[src/rtl/axil_cmd_master.sv]
// AXI4-Lite initiator: turns single commands from a local port into AXI4-Lite
// writes or reads, with an optional poll mode that re-reads until a masked match.
module axil_cmd_master #(
  parameter int C_ADDR_WIDTH = 8,
  parameter int C_DATA_WIDTH = 32,
  parameter int POLL_MAX     = 1024
) (
  input  logic                      ACLK,
  input  logic                      ARESETN,
  // Command port
  input  logic                      cmd_valid,
  output logic                      cmd_ready,
  input  logic                      cmd_write,
  input  logic                      cmd_poll,
  input  logic [C_ADDR_WIDTH-1:0]   cmd_addr,
  input  logic [C_DATA_WIDTH-1:0]   cmd_wdata,
  input  logic [C_DATA_WIDTH/8-1:0] cmd_wstrb,
  input  logic [C_DATA_WIDTH-1:0]   cmd_mask,
  input  logic [C_DATA_WIDTH-1:0]   cmd_match,
  // Response port
  output logic                      rsp_valid,
  input  logic                      rsp_ready,
  output logic [C_DATA_WIDTH-1:0]   rsp_rdata,
  output logic [1:0]                rsp_resp,
  output logic                      rsp_timeout,
  // AXI4-Lite write address / data / response
  output logic [C_ADDR_WIDTH-1:0]   AWADDR,
  output logic                      AWVALID,
  input  logic                      AWREADY,
  output logic [C_DATA_WIDTH-1:0]   WDATA,
  output logic [C_DATA_WIDTH/8-1:0] WSTRB,
  output logic                      WVALID,
  input  logic                      WREADY,
  input  logic [1:0]                BRESP,
  input  logic                      BVALID,
  output logic                      BREADY,
  // AXI4-Lite read address / data
  output logic [C_ADDR_WIDTH-1:0]   ARADDR,
  output logic                      ARVALID,
  input  logic                      ARREADY,
  input  logic [C_DATA_WIDTH-1:0]   RDATA,
  input  logic [1:0]                RRESP,
  input  logic                      RVALID,
  output logic                      RREADY,
  // Current FSM state for observation
  output logic [2:0]                dbg_state
);

  // Handshake rule on every channel (cmd, rsp, AW, W, B, AR, R): a transfer
  // happens on the rising ACLK edge where valid and ready are both high; a
  // valid, once raised, holds with stable payload until that edge, and never
  // waits for ready before rising.

  localparam int CNT_W = $clog2(POLL_MAX + 1);
  localparam logic [CNT_W-1:0] POLL_LAST = CNT_W'(POLL_MAX);

  typedef enum logic [2:0] {
    S_IDLE  = 3'd0,
    S_WR    = 3'd1,
    S_WRESP = 3'd2,
    S_RD    = 3'd3,
    S_RDATA = 3'd4,
    S_RSP   = 3'd5
  } state_t;

  state_t state_q, state_d;

  logic                    is_poll_q;
  logic [C_DATA_WIDTH-1:0] mask_q;
  logic [C_DATA_WIDTH-1:0] match_q;
  logic [CNT_W-1:0]        rd_cnt_q;
  logic [CNT_W-1:0]        rd_cnt_inc;

  logic cmd_accept;
  logic aw_left;
  logic w_left;
  logic poll_hit;
  logic timeout_d;

  assign cmd_ready  = (state_q == S_IDLE);
  assign rsp_valid  = (state_q == S_RSP);
  assign dbg_state  = state_q;

  assign cmd_accept = cmd_valid && (state_q == S_IDLE);
  // A channel is still owed a handshake if its valid is up and ready is not.
  assign aw_left    = AWVALID && !AWREADY;
  assign w_left     = WVALID && !WREADY;
  assign rd_cnt_inc = rd_cnt_q + CNT_W'(1);
  assign poll_hit   = ((RDATA & mask_q) == match_q);

  // ---------------------------------------------------------------- state
  always_ff @(posedge ACLK or negedge ARESETN) begin
    if (!ARESETN) begin
      state_q <= S_IDLE;
    end else begin
      state_q <= state_d;
    end
  end

  always_comb begin
    state_d   = state_q;
    timeout_d = 1'b0;
    case (state_q)
      S_IDLE: begin
        if (cmd_valid) state_d = cmd_write ? S_WR : S_RD;
      end
      S_WR: begin
        if (!aw_left && !w_left) state_d = S_WRESP;
      end
      S_WRESP: begin
        if (BVALID) state_d = S_RSP;
      end
      S_RD: begin
        if (ARREADY) state_d = S_RDATA;
      end
      S_RDATA: begin
        if (RVALID) begin
          if (!is_poll_q || poll_hit || (RRESP != 2'b00)) begin
            state_d = S_RSP;
          end else if (rd_cnt_inc == POLL_LAST) begin
            state_d   = S_RSP;
            timeout_d = 1'b1;
          end else begin
            state_d = S_RD;
          end
        end
      end
      S_RSP: begin
        if (rsp_ready) state_d = S_IDLE;
      end
      default: state_d = S_IDLE;
    endcase
  end

  // ------------------------------------------------------- write channels
  always_ff @(posedge ACLK or negedge ARESETN) begin
    if (!ARESETN) begin
      AWVALID <= 1'b0;
      WVALID  <= 1'b0;
      BREADY  <= 1'b0;
      AWADDR  <= '0;
      WDATA   <= '0;
      WSTRB   <= '0;
    end else begin
      // AW and W retire independently; each holds until its own handshake.
      AWVALID <= (cmd_accept && cmd_write) || aw_left;
      WVALID  <= (cmd_accept && cmd_write) || w_left;
      BREADY  <= (state_d == S_WRESP);
      if (cmd_accept && cmd_write) begin
        AWADDR <= cmd_addr;
        WDATA  <= cmd_wdata;
        WSTRB  <= cmd_wstrb;
      end
    end
  end

  // -------------------------------------------------------- read channels
  always_ff @(posedge ACLK or negedge ARESETN) begin
    if (!ARESETN) begin
      ARVALID <= 1'b0;
      RREADY  <= 1'b0;
      ARADDR  <= '0;
    end else begin
      // Re-entering S_RD from S_RDATA reissues AR at the same address.
      ARVALID <= (state_d == S_RD);
      RREADY  <= (state_d == S_RDATA);
      if (cmd_accept && !cmd_write) begin
        ARADDR <= cmd_addr;
      end
    end
  end

  // ------------------------------------------------- command context regs
  always_ff @(posedge ACLK or negedge ARESETN) begin
    if (!ARESETN) begin
      is_poll_q <= 1'b0;
      mask_q    <= '0;
      match_q   <= '0;
      rd_cnt_q  <= '0;
    end else begin
      if (cmd_accept) begin
        is_poll_q <= cmd_poll && !cmd_write;
        mask_q    <= cmd_mask;
        match_q   <= cmd_match;
        rd_cnt_q  <= '0;
      end else if ((state_q == S_RDATA) && RVALID) begin
        // Bounded by POLL_LAST through the FSM, so this never wraps.
        rd_cnt_q <= rd_cnt_inc;
      end
    end
  end

  // ------------------------------------------------------ response capture
  always_ff @(posedge ACLK or negedge ARESETN) begin
    if (!ARESETN) begin
      rsp_rdata   <= '0;
      rsp_resp    <= 2'b00;
      rsp_timeout <= 1'b0;
    end else begin
      if ((state_q == S_WRESP) && BVALID) begin
        rsp_rdata   <= '0;
        rsp_resp    <= BRESP;
        rsp_timeout <= 1'b0;
      end else if ((state_q == S_RDATA) && RVALID) begin
        rsp_rdata   <= RDATA;
        rsp_resp    <= RRESP;
        rsp_timeout <= timeout_d;
      end
    end
  end

endmodule

[config.mk]
export PLATFORM = sky130hd
export DESIGN_NAME = axil_cmd_master
export DESIGN_NICKNAME = d
export VERILOG_FILES = /design/src/rtl/axil_cmd_master.sv
export SDC_FILE = /design/constraint.sdc
export NUM_CORES = 1
export LEC_CHECK = 0
export ABC_AREA = 0
export CORE_AREA = 2 2 168 170
export DETAILED_ROUTE_END_ITERATION = 10
export DIE_AREA = 0 0 170 172
export PLACE_DENSITY = 0.63
export SYNTH_ARGS = -nofsm -noshare
export SYNTH_HDL_FRONTEND = slang
export SYNTH_SLANG_ARGS = --single-unit
[constraint.sdc]
create_clock -name ACLK -period 4 [get_ports ACLK]
set_clock_uncertainty 0.2 [all_clocks]
set_input_delay 0.4 -clock ACLK [delete_from_list [all_inputs] [get_ports ACLK]]
set_output_delay 0.4 -clock ACLK [all_outputs]
set_load 0.05 [all_outputs]
Word-level counts from Yosys, hierarchy flattened
Cells that the tools add are included.
{"block": "op_classes", "eq_ne": 10, "addsub": 1, "n_bitwise": 1, "n_reduce_logical": 23, "n_mux": 22}
{"cell": "32-bit 2-to-1 mux", "count": 2}
{"cell": "32-bit AND", "count": 1}
{"cell": "32-bit == test", "count": 1}
{"cell": "3-bit 2-to-1 mux", "count": 8}
{"cell": "11-bit 2-to-1 mux", "count": 2}
{"cell": "3-bit one-hot mux with 6 select lines", "count": 1}
{"cell": "3-bit by 2-bit == test with 1-bit output, second input constant", "count": 4}
{"cell": "11-bit by 1-bit adder with 11-bit output, second input constant", "count": 1}
{"cell": "11-bit == test, second input constant", "count": 1}
{"cell": "3-bit == test, second input constant", "count": 3}
{"cell": "1-bit logical AND", "count": 9}
{"cell": "1-bit zero test", "count": 6}
{"cell": "1-bit 2-to-1 mux", "count": 6}
{"cell": "2-bit 2-to-1 mux", "count": 3}
{"cell": "2-bit nonzero test", "count": 3}
{"cell": "1-bit logical OR", "count": 4}
{"cell": "3-bit by 1-bit == test with 1-bit output, second input constant", "count": 1}
{"cell": "3-bit zero test", "count": 1}
{"block": "totals", "regBits": 171, "out_inout_bits": 97, "word_cells": 74, "inputBits": 155}

Depth between registers and ports, before layout
Gate-level depths: netlist (run 1).
{"block": "depth", "depth_word": 9, "ltp_mapped": 9, "mapped_depth_nobuf": 7}

Worst setup path before layout (run 1)
No wires, ideal clock.
{"block": "synth_timing", "kind": "register to register", "startpoint": "register state_q[0] (netlist: dbg_state[0])", "endpoint": "register mask_q[10]", "required_time_ps": 3672, "arrival_ps": 2488, "path_slack_ps": 1184, "synth_period_minus_slack_ps": 2816, "setup_time_ps": 128, "stages_incl_launch_ff": 8, "n_path_buf": 4, "path_cell_list": "dfrtp_1 -> buf_2 -> nor3_2 -> and2_1 -> buf_4 -> buf_4 -> buf_4 -> mux2_1"}
{"block": "synth_via", "elab_chain_len": 2}
{"item": "from (decl)", "line_no": "66", "text": "state_t state_q, state_d;"}
{"item": "from (signal assigned)", "line_no": "96", "text": "state_q <= state_d;"}
{"item": "3-bit zero test"}
{"item": "net cmd_ready", "line_no": "12", "text": "output logic cmd_ready,"}
{"item": "1-bit logical AND", "line_no": "84", "text": "assign cmd_accept = cmd_valid && (state_q == S_IDLE);"}
{"item": "to (signal assigned)", "line_no": "183", "text": "mask_q <= cmd_mask;"}
{"item": "to (decl)", "line_no": "69", "text": "logic [C_DATA_WIDTH-1:0] mask_q;"}
The timed path passes the listed nets, and every way through them passes these cells.
A chain may end at the register's enable or synchronous reset.

Worst setup path after layout (run 1)
{"block": "layout_timing", "startpoint": "register state_q[1] (netlist: dbg_state[1])", "endpoint": "output port cmd_ready"}
{"block": "layout_via", "elab_chain_len": 1}
{"item": "3-bit zero test", "line_no": "80", "text": "assign cmd_ready = (state_q == S_IDLE);"}
{"item": "to (decl)", "line_no": "12"}
Every way passes these cells.

==> metrics.txt, run 1 <==
fraction of layout cells with a size suffix above 1 approximately 15%; RD Place Congestion 0.7365; Clock transition at path regs around 0.070 ns; commonest non-fill, non-tap cell in the layout clkdlybuf4s50_1; Critical Path Fanout Max 12; Slew Limit Fails 0; CTS max path bufs 2; initial DRC count between 200 and 250; residual DRC count 0; Die Ht 172 um; Buf+Inv Stages, Crit Path 1; Post-Synth Adder-Cell Area 0.1710%; first-pass GRT wire length 30550 um; Max Freq 380.1 MHz; vias in the first global route 5415; asr flop ratio synth 100.0%; total track usage 13.62%; CP max-delay cell clkdlybuf4s50_1; crit start category flop; initial core utilization a little over a quarter; Final Non-Filler Cells around 1200; core area 27480 um^2; CTS Buf Count 17; compound-cell area share of the yosys netlist a little under an eighth; CTS H-tree depth 4; most frequent cells in the layout clkdlybuf4s50_1, dfrtp_1, mux2_2; max_cap viols 0; dominant synthesized flop cell dfrtp_1; Detailed Route WL around 20000 um; number of flops mapped to enable cells by yosys 0; largest family of logic cells by synthesized area multiplexers; Final HPWL DP approximately 14000 um; worst hold path type flop to flop; routed len/inst 17.18 um; I/O Buffers roughly 250; Slew headroom about 32%; Post-CTS Setup Bufs 0; post-synthesis register bit count 171; delay-heaviest family, CP buffers and inverters; root buffer cell clkbuf_16; Crit. End Element primary output; total negative setup slack 0 ns; Syn. warnings 0; drt via density 4.597; count of boundary I/O pins 252; Max stage delay on crit path 0.84 ns; synth-to-layout area growth 47.16%; nets 950; placed insts 1120; largest net degree at the start of global routing 86; Static Leak 0.004584 uW; worst endpoint data arrival time 2.03 ns; Die X between 150 and 200 um; total gr overflow 0; Cell Area, Synth 7317 um^2; Post-DP Area 10160 um^2; outcome complete, no violations; post-synthesis simple-gate area fraction approximately 8.3%; mean post-synth cell area 13.43 um^2; Post-DRT Antenna Nets 0; min Tclk post-route roughly 2.6 ns; hold_buf cts 1; # fillers 2612; slew at the pin closest to its max-slew limit just over 1 ns; post-synthesis sequential area ratio 58.48%; Cell Chain, Critical Path nor3_2 > clkdlybuf4s50_1; Synth cell types 53; WHS approximately 0.28 ns; Period Utilization, post-route approximately two thirds; antenna violations before repair 1; Die ar. just under 30000 um^2; clock latency at the later pin of the worst-skew pair 0.42 ns; maximum vdd drop around 0.00035 V; CP required 3.40 ns; mux share of post-synthesis cell area between 15 and 20%; Final Hold Vio Count 0; Post-Synth XOR/XNOR Area 0.7182%; unrepaired setup endpoints after global routing no; post-cts sizing count 0; final setup fails 0; Final Instance Area 10770 um^2; CTS tree built; clock sinks approximately 170; # rows 61; type of the worst setup path flop to primary output; Mapped Cells 545; drt first pass iters 4; syn nets 701; overall power just over 9000 uW; Power Density between 800 and 900 nW/um^2; vias about 5300
-- layer usage --
| layer | global-route usage (%) | vias to the layer above | wire, um |
|---|---|---|---|
| met5 | 0 | - | 0 |
| met4 | 4.571 | 0 | 336 |
| met3 | 4.051 | 22 | 1253 |
| met2 | 22.13 | 162 | 9587 |
| met1 | 17.41 | 2608 | 8646 |
| li1 | - | 2513 | - |
-- per-stage QoR --
step | utilization [%] | setup slack (ns)
floorplan | - | 1.184
detailed placement | 36.99 | 1.090
finish | 39.19 | 1.369
global placement | 36.99 | 1.120
CTS | 39.18 | 1.348
global route | 39.19 | 1.277
-- cell usage after synthesis, types with 3 or more instances --
library cell / count / area (um^2)
o22a_1: 8 / 70.07
dfrtp_1: 171 / 4279
xor2_1: 4 / 35.03
mux2_2: 60 / 675.7
nand4_1: 6 / 37.54
a22o_1: 34 / 297.8
and2_1: 4 / 25.02
a21oi_1: 18 / 90.09
buf_4: 5 / 37.54
nand2b_1: 3 / 18.77
and3_1: 18 / 112.6
nor2_1: 11 / 41.29
a211oi_1: 6 / 45.04
nor3_2: 3 / 30.03
nand3_1: 12 / 60.06
mux2_1: 57 / 641.9
buf_2: 18 / 90.09
a21boi_0: 8 / 60.06
inv_1: 3 / 11.26
nor2b_1: 4 / 25.02
a21o_1: 8 / 60.06
and3b_1: 8 / 70.07
o21ai_0: 18 / 90.09
nand2_1: 22 / 82.58
-- area by class of cell --
cell class	count	area (um^2)	area share, %
tap	346	432.9	4.020
multi-input combinational	344	2875	26.70
inverter	3	11.26	0.1046
sequential	171	4279	39.74
timing repair buffer	257	2574	23.90
clock inverter	14	153.9	1.429
antenna	1	2.502	0.02324
clock buffer	18	439.2	4.079
-- worst reg2reg max path, stage by stage, from the launching register on --
cell     delay, ns
dfrtp_1       0.51
nor3_2        0.27
and2_4        0.48
buf_4         0.57
mux2_2        0.44
-- flip-flops by register name, indices dropped and copies added, names as in the netlist, 2 cells and up --
name and flops:
WDATA 32, mask_q 32, match_q 32, rsp_rdata 32, rd_cnt_q 11, ARADDR 8, AWADDR 8, WSTRB 4
dbg_state 3, rsp_resp 2
-- worst paths after layout --
check,cells after the start,from,slack [ns],endpoint
min in group asynchronous,2,ARESETN,0.37,WDATA[29]
max in group asynchronous,3,ARESETN,2.18,RREADY
hold reg to reg,2,rsp_resp[1],0.28,rsp_resp[1]
hold / removal,2,rsp_resp[1],0.28,rsp_resp[1]
setup reg to reg,4,dbg_state[1],1.42,match_q[18]
setup / recovery,2,dbg_state[1],1.37,cmd_ready
-- power by group --
group | internal [uW] | switching, uW | total, uW
logic | 1820 | 2710 | 4540
registers | 2560 | 507 | 3060
clock network | 908 | 800 | 1710
total | 5290 | 4020 | 9310
-- kinds of logic (layout without fill, tap and decap cells) --
kind of cell | count (synthesis) | after routing
buffers and inverters | 30 | 292
xor gates and xnor gates | 6 | 6
and+or+nand+nor | 102 | 102
muxes | 118 | 118
other | 0 | 1
AOI/OAI and AO/OA | 117 | 117
DFF | 171 | 171
adders and majority gates | 1 | 1
No activity file was read; power rests on OpenSTA's default activity.
==> run 2, diff against run 1 <==
--- a/config.mk
+++ b/config.mk
@@ -9,7 +9,7 @@
 export CORE_AREA = 2 2 168 170
 export DETAILED_ROUTE_END_ITERATION = 10
 export DIE_AREA = 0 0 170 172
-export PLACE_DENSITY = 0.63
+export PLACE_DENSITY = 0.65
 export SYNTH_ARGS = -nofsm -noshare
 export SYNTH_HDL_FRONTEND = slang
 export SYNTH_SLANG_ARGS = --single-unit
==> constraint.sdc (replaced) <==
create_clock -name ACLK -period 2.4 [get_ports ACLK]
set_clock_uncertainty 0.2 [all_clocks]
set_input_delay 0.24 -clock ACLK [delete_from_list [all_inputs] [get_ports ACLK]]
set_output_delay 0.24 -clock ACLK [all_outputs]
set_load 0.05 [all_outputs]
==> run 2 against run 1 <==
Compared with the run above:
- register-to-register slack got worse by 1.2 ns
- clock power up 77%
- combinational power rose by 69%
- via count increased by 1.3%
- worst setup slack got worse by 1.2 ns
- critical path depth down 1
- flip-flop and latch count did not move
- largest cell class unchanged
- largest power group unchanged
==> metrics.txt, run 2 (synthesis gave the netlist of run 1 again) <==
vias about 5400; type of the worst setup path flop to primary output; # fillers 2623; Slew headroom 62.08%; R2R depth 8; drt via density between 4 and 5; CTS Buf Count 17; clock latency at the later pin of the worst-skew pair around 0.43 ns; CP required 1.96 ns; Max stage delay on crit path approximately 0.85 ns; vias in the first global route 5386; Int Power a little over 9000 uW; first-pass GRT wire length slightly above 30000 um; largest net degree at the start of global routing 66; total gr overflow 0; max_cap viols 0; Worst Setup SP dbg_state[1]; R2R Path Start match_q[29]; total track usage 13.68%; count of boundary I/O pins 252; residual DRC count 0; Final Non-Filler Cells 1161; I/O Buffers about 250; Die Ht 172 um; CTS tree built; nets 959; min Tclk post-route 2.213 ns; Cell Chain, Critical Path clkdlybuf4s50_1; RD Place Congestion between 0.7 and 0.8; Post-DRT Antenna Nets 0; r2r endpoint rsp_timeout; Die ar. between 20000 and 30000 um^2; worst hold path type primary input to asynchronous set/reset pin; Max Freq 451.9 MHz; core area approximately 27000 um^2; P_sw 6670 uW; Clock transition at path regs roughly 0.070 ns; clock power share roughly a fifth; Final Hold Vio Count 0; Post-CTS Setup Bufs 0; WHS roughly 0.12 ns; combinational power share 48.4%; Die X 170 um; Ant. Diodes 0; Critical Path Fanout Max 12; initial core utilization 26.63%; most frequent cells in the layout clkdlybuf4s50_1, dfrtp_1, mux2_2; Final HPWL DP 14280 um; fraction of layout cells with a size suffix above 1 16.07%; sw frac 42.05%; final setup fails 0; delay-heaviest family, CP buffers and inverters; Crit. End Element primary output; drt first pass iters 4; # rows 61; antenna violations before repair 0; Setup crit end dbg_state[1]; Slew Limit Fails 0; placed insts 1129; maximum vdd drop 0.0006825 V; unrepaired setup endpoints after global routing no; initial DRC count 306; Static Leak 0.004689 uW; crit start category flop; root buffer cell clkbuf_16; slew at the pin closest to its max-slew limit between 0.5 and 0.6 ns; Worst path depth 1; routed len/inst 17.07 um; R2R setup slack 0.21 ns; Detailed Route WL 19820 um; CTS H-tree depth 4; CTS max path bufs 2; Buf+Inv Stages, Crit Path 1; clock sinks 171; commonest non-fill, non-tap cell in the layout clkdlybuf4s50_1; Period Utilization, post-route 92.20%; CP max-delay cell clkdlybuf4s50_1; Power Density between 1000 and 1500 nW/um^2; synth-to-layout area growth 49.86%; worst endpoint data arrival time 1.77 ns; outcome complete, no violations; sequential share of power 32.5%
## run 2: how the worst min path moves through the flow
stage / startpoint / to / slack (ns) / depth (start not counted)
global placement: ARESETN / WDATA[25] / 0.02 / 1
detailed placement: ARESETN / WDATA[25] / 0.02 / 1
CTS: ARESETN / WDATA[25] / 0.12 / 2
floorplan: ARESETN / ARADDR[0] / -0.26 / 0
finish: ARESETN / WDATA[25] / 0.12 / 2
global route: ARESETN / WDATA[29] / 0.15 / 2
## run 2: metrics by stage
stage / setup TNS (ns) / power [uW] / worst slack [ns] / utilization [%] / cell area [um^2]
6_report: 0 / 15860 / 0.1871 / 39.91 / 10970
2_1_floorplan: 0 / 10160 / 0.003618 / - / 7341
3_3_place_gp: -0.3652 / 12850 / -0.1523 / 37.54 / 10310
4_1_cts: 0 / 16060 / 0.01671 / 39.88 / 10960
5_1_grt: 0 / 16700 / 0.03231 / 39.91 / 10970
3_5_place_dp: -0.5386 / 12950 / -0.1910 / 37.54 / 10310
## run 2: layout make-up
| type | count | area (um^2) | area share (%) |
|---|---|---|---|
| repair buffers | 266 | 2718 | 24.78 |
| well taps | 346 | 432.9 | 3.948 |
| flip-flops and latches | 171 | 4283 | 39.06 |
| multi-input cells | 344 | 2887 | 26.32 |
| clock inverters | 14 | 209.0 | 1.906 |
| inverters | 3 | 11.26 | 0.1027 |
| clock buffers | 17 | 425.4 | 3.880 |
## run 2: timing repair
item,4_1_cts,5_1_grt
endpoints found under the hold margin,86,0
hold buffers,1,0
endpoints found under the setup margin,1,2
gates resized for setup,1,2
## run 2: power groups by stage
| stage | Combinational, uW | Clock (uW) | Sequential (uW) |
|---|---|---|---|
| floorplan | 2390 | 0 | 7770 |
| global placement | 7680 | 0 | 5160 |
| detailed placement | 7750 | 0 | 5200 |
| CTS | 7760 | 3130 | 5160 |
| global route | 8100 | 3250 | 5350 |
| finish | 7680 | 3030 | 5160 |
## run 2: per-layer routing
metal | GRT usage, % | wire (um) | up-vias
met5 | 0 | 0 | -
met4 | 3.902 | 204 | 0
met3 | 4.166 | 1211 | 16
met2 | 22.11 | 9522 | 139
met1 | 17.77 | 8876 | 2684
li1 | - | - | 2534
## run 2: worst register-to-register path, delay by kind of cell, from the launching register on
kind / cells / cell delay [ns]
buffers and inverters: 2 / 0.35
AND/OR/NAND/NOR: 3 / 0.45
flip-flops: 1 / 0.40
AO/OA/AOI/OAI: 3 / 0.68
==> run 3, diff against run 2 <==
--- a/config.mk
+++ b/config.mk
@@ -5,7 +5,6 @@
 export SDC_FILE = /design/constraint.sdc
 export NUM_CORES = 1
 export LEC_CHECK = 0
-export ABC_AREA = 0
 export CORE_AREA = 2 2 168 170
 export DETAILED_ROUTE_END_ITERATION = 10
 export DIE_AREA = 0 0 170 172
==> results of run 3 <==
No change in the layout: final DEF, timing and power equal those of run 2.
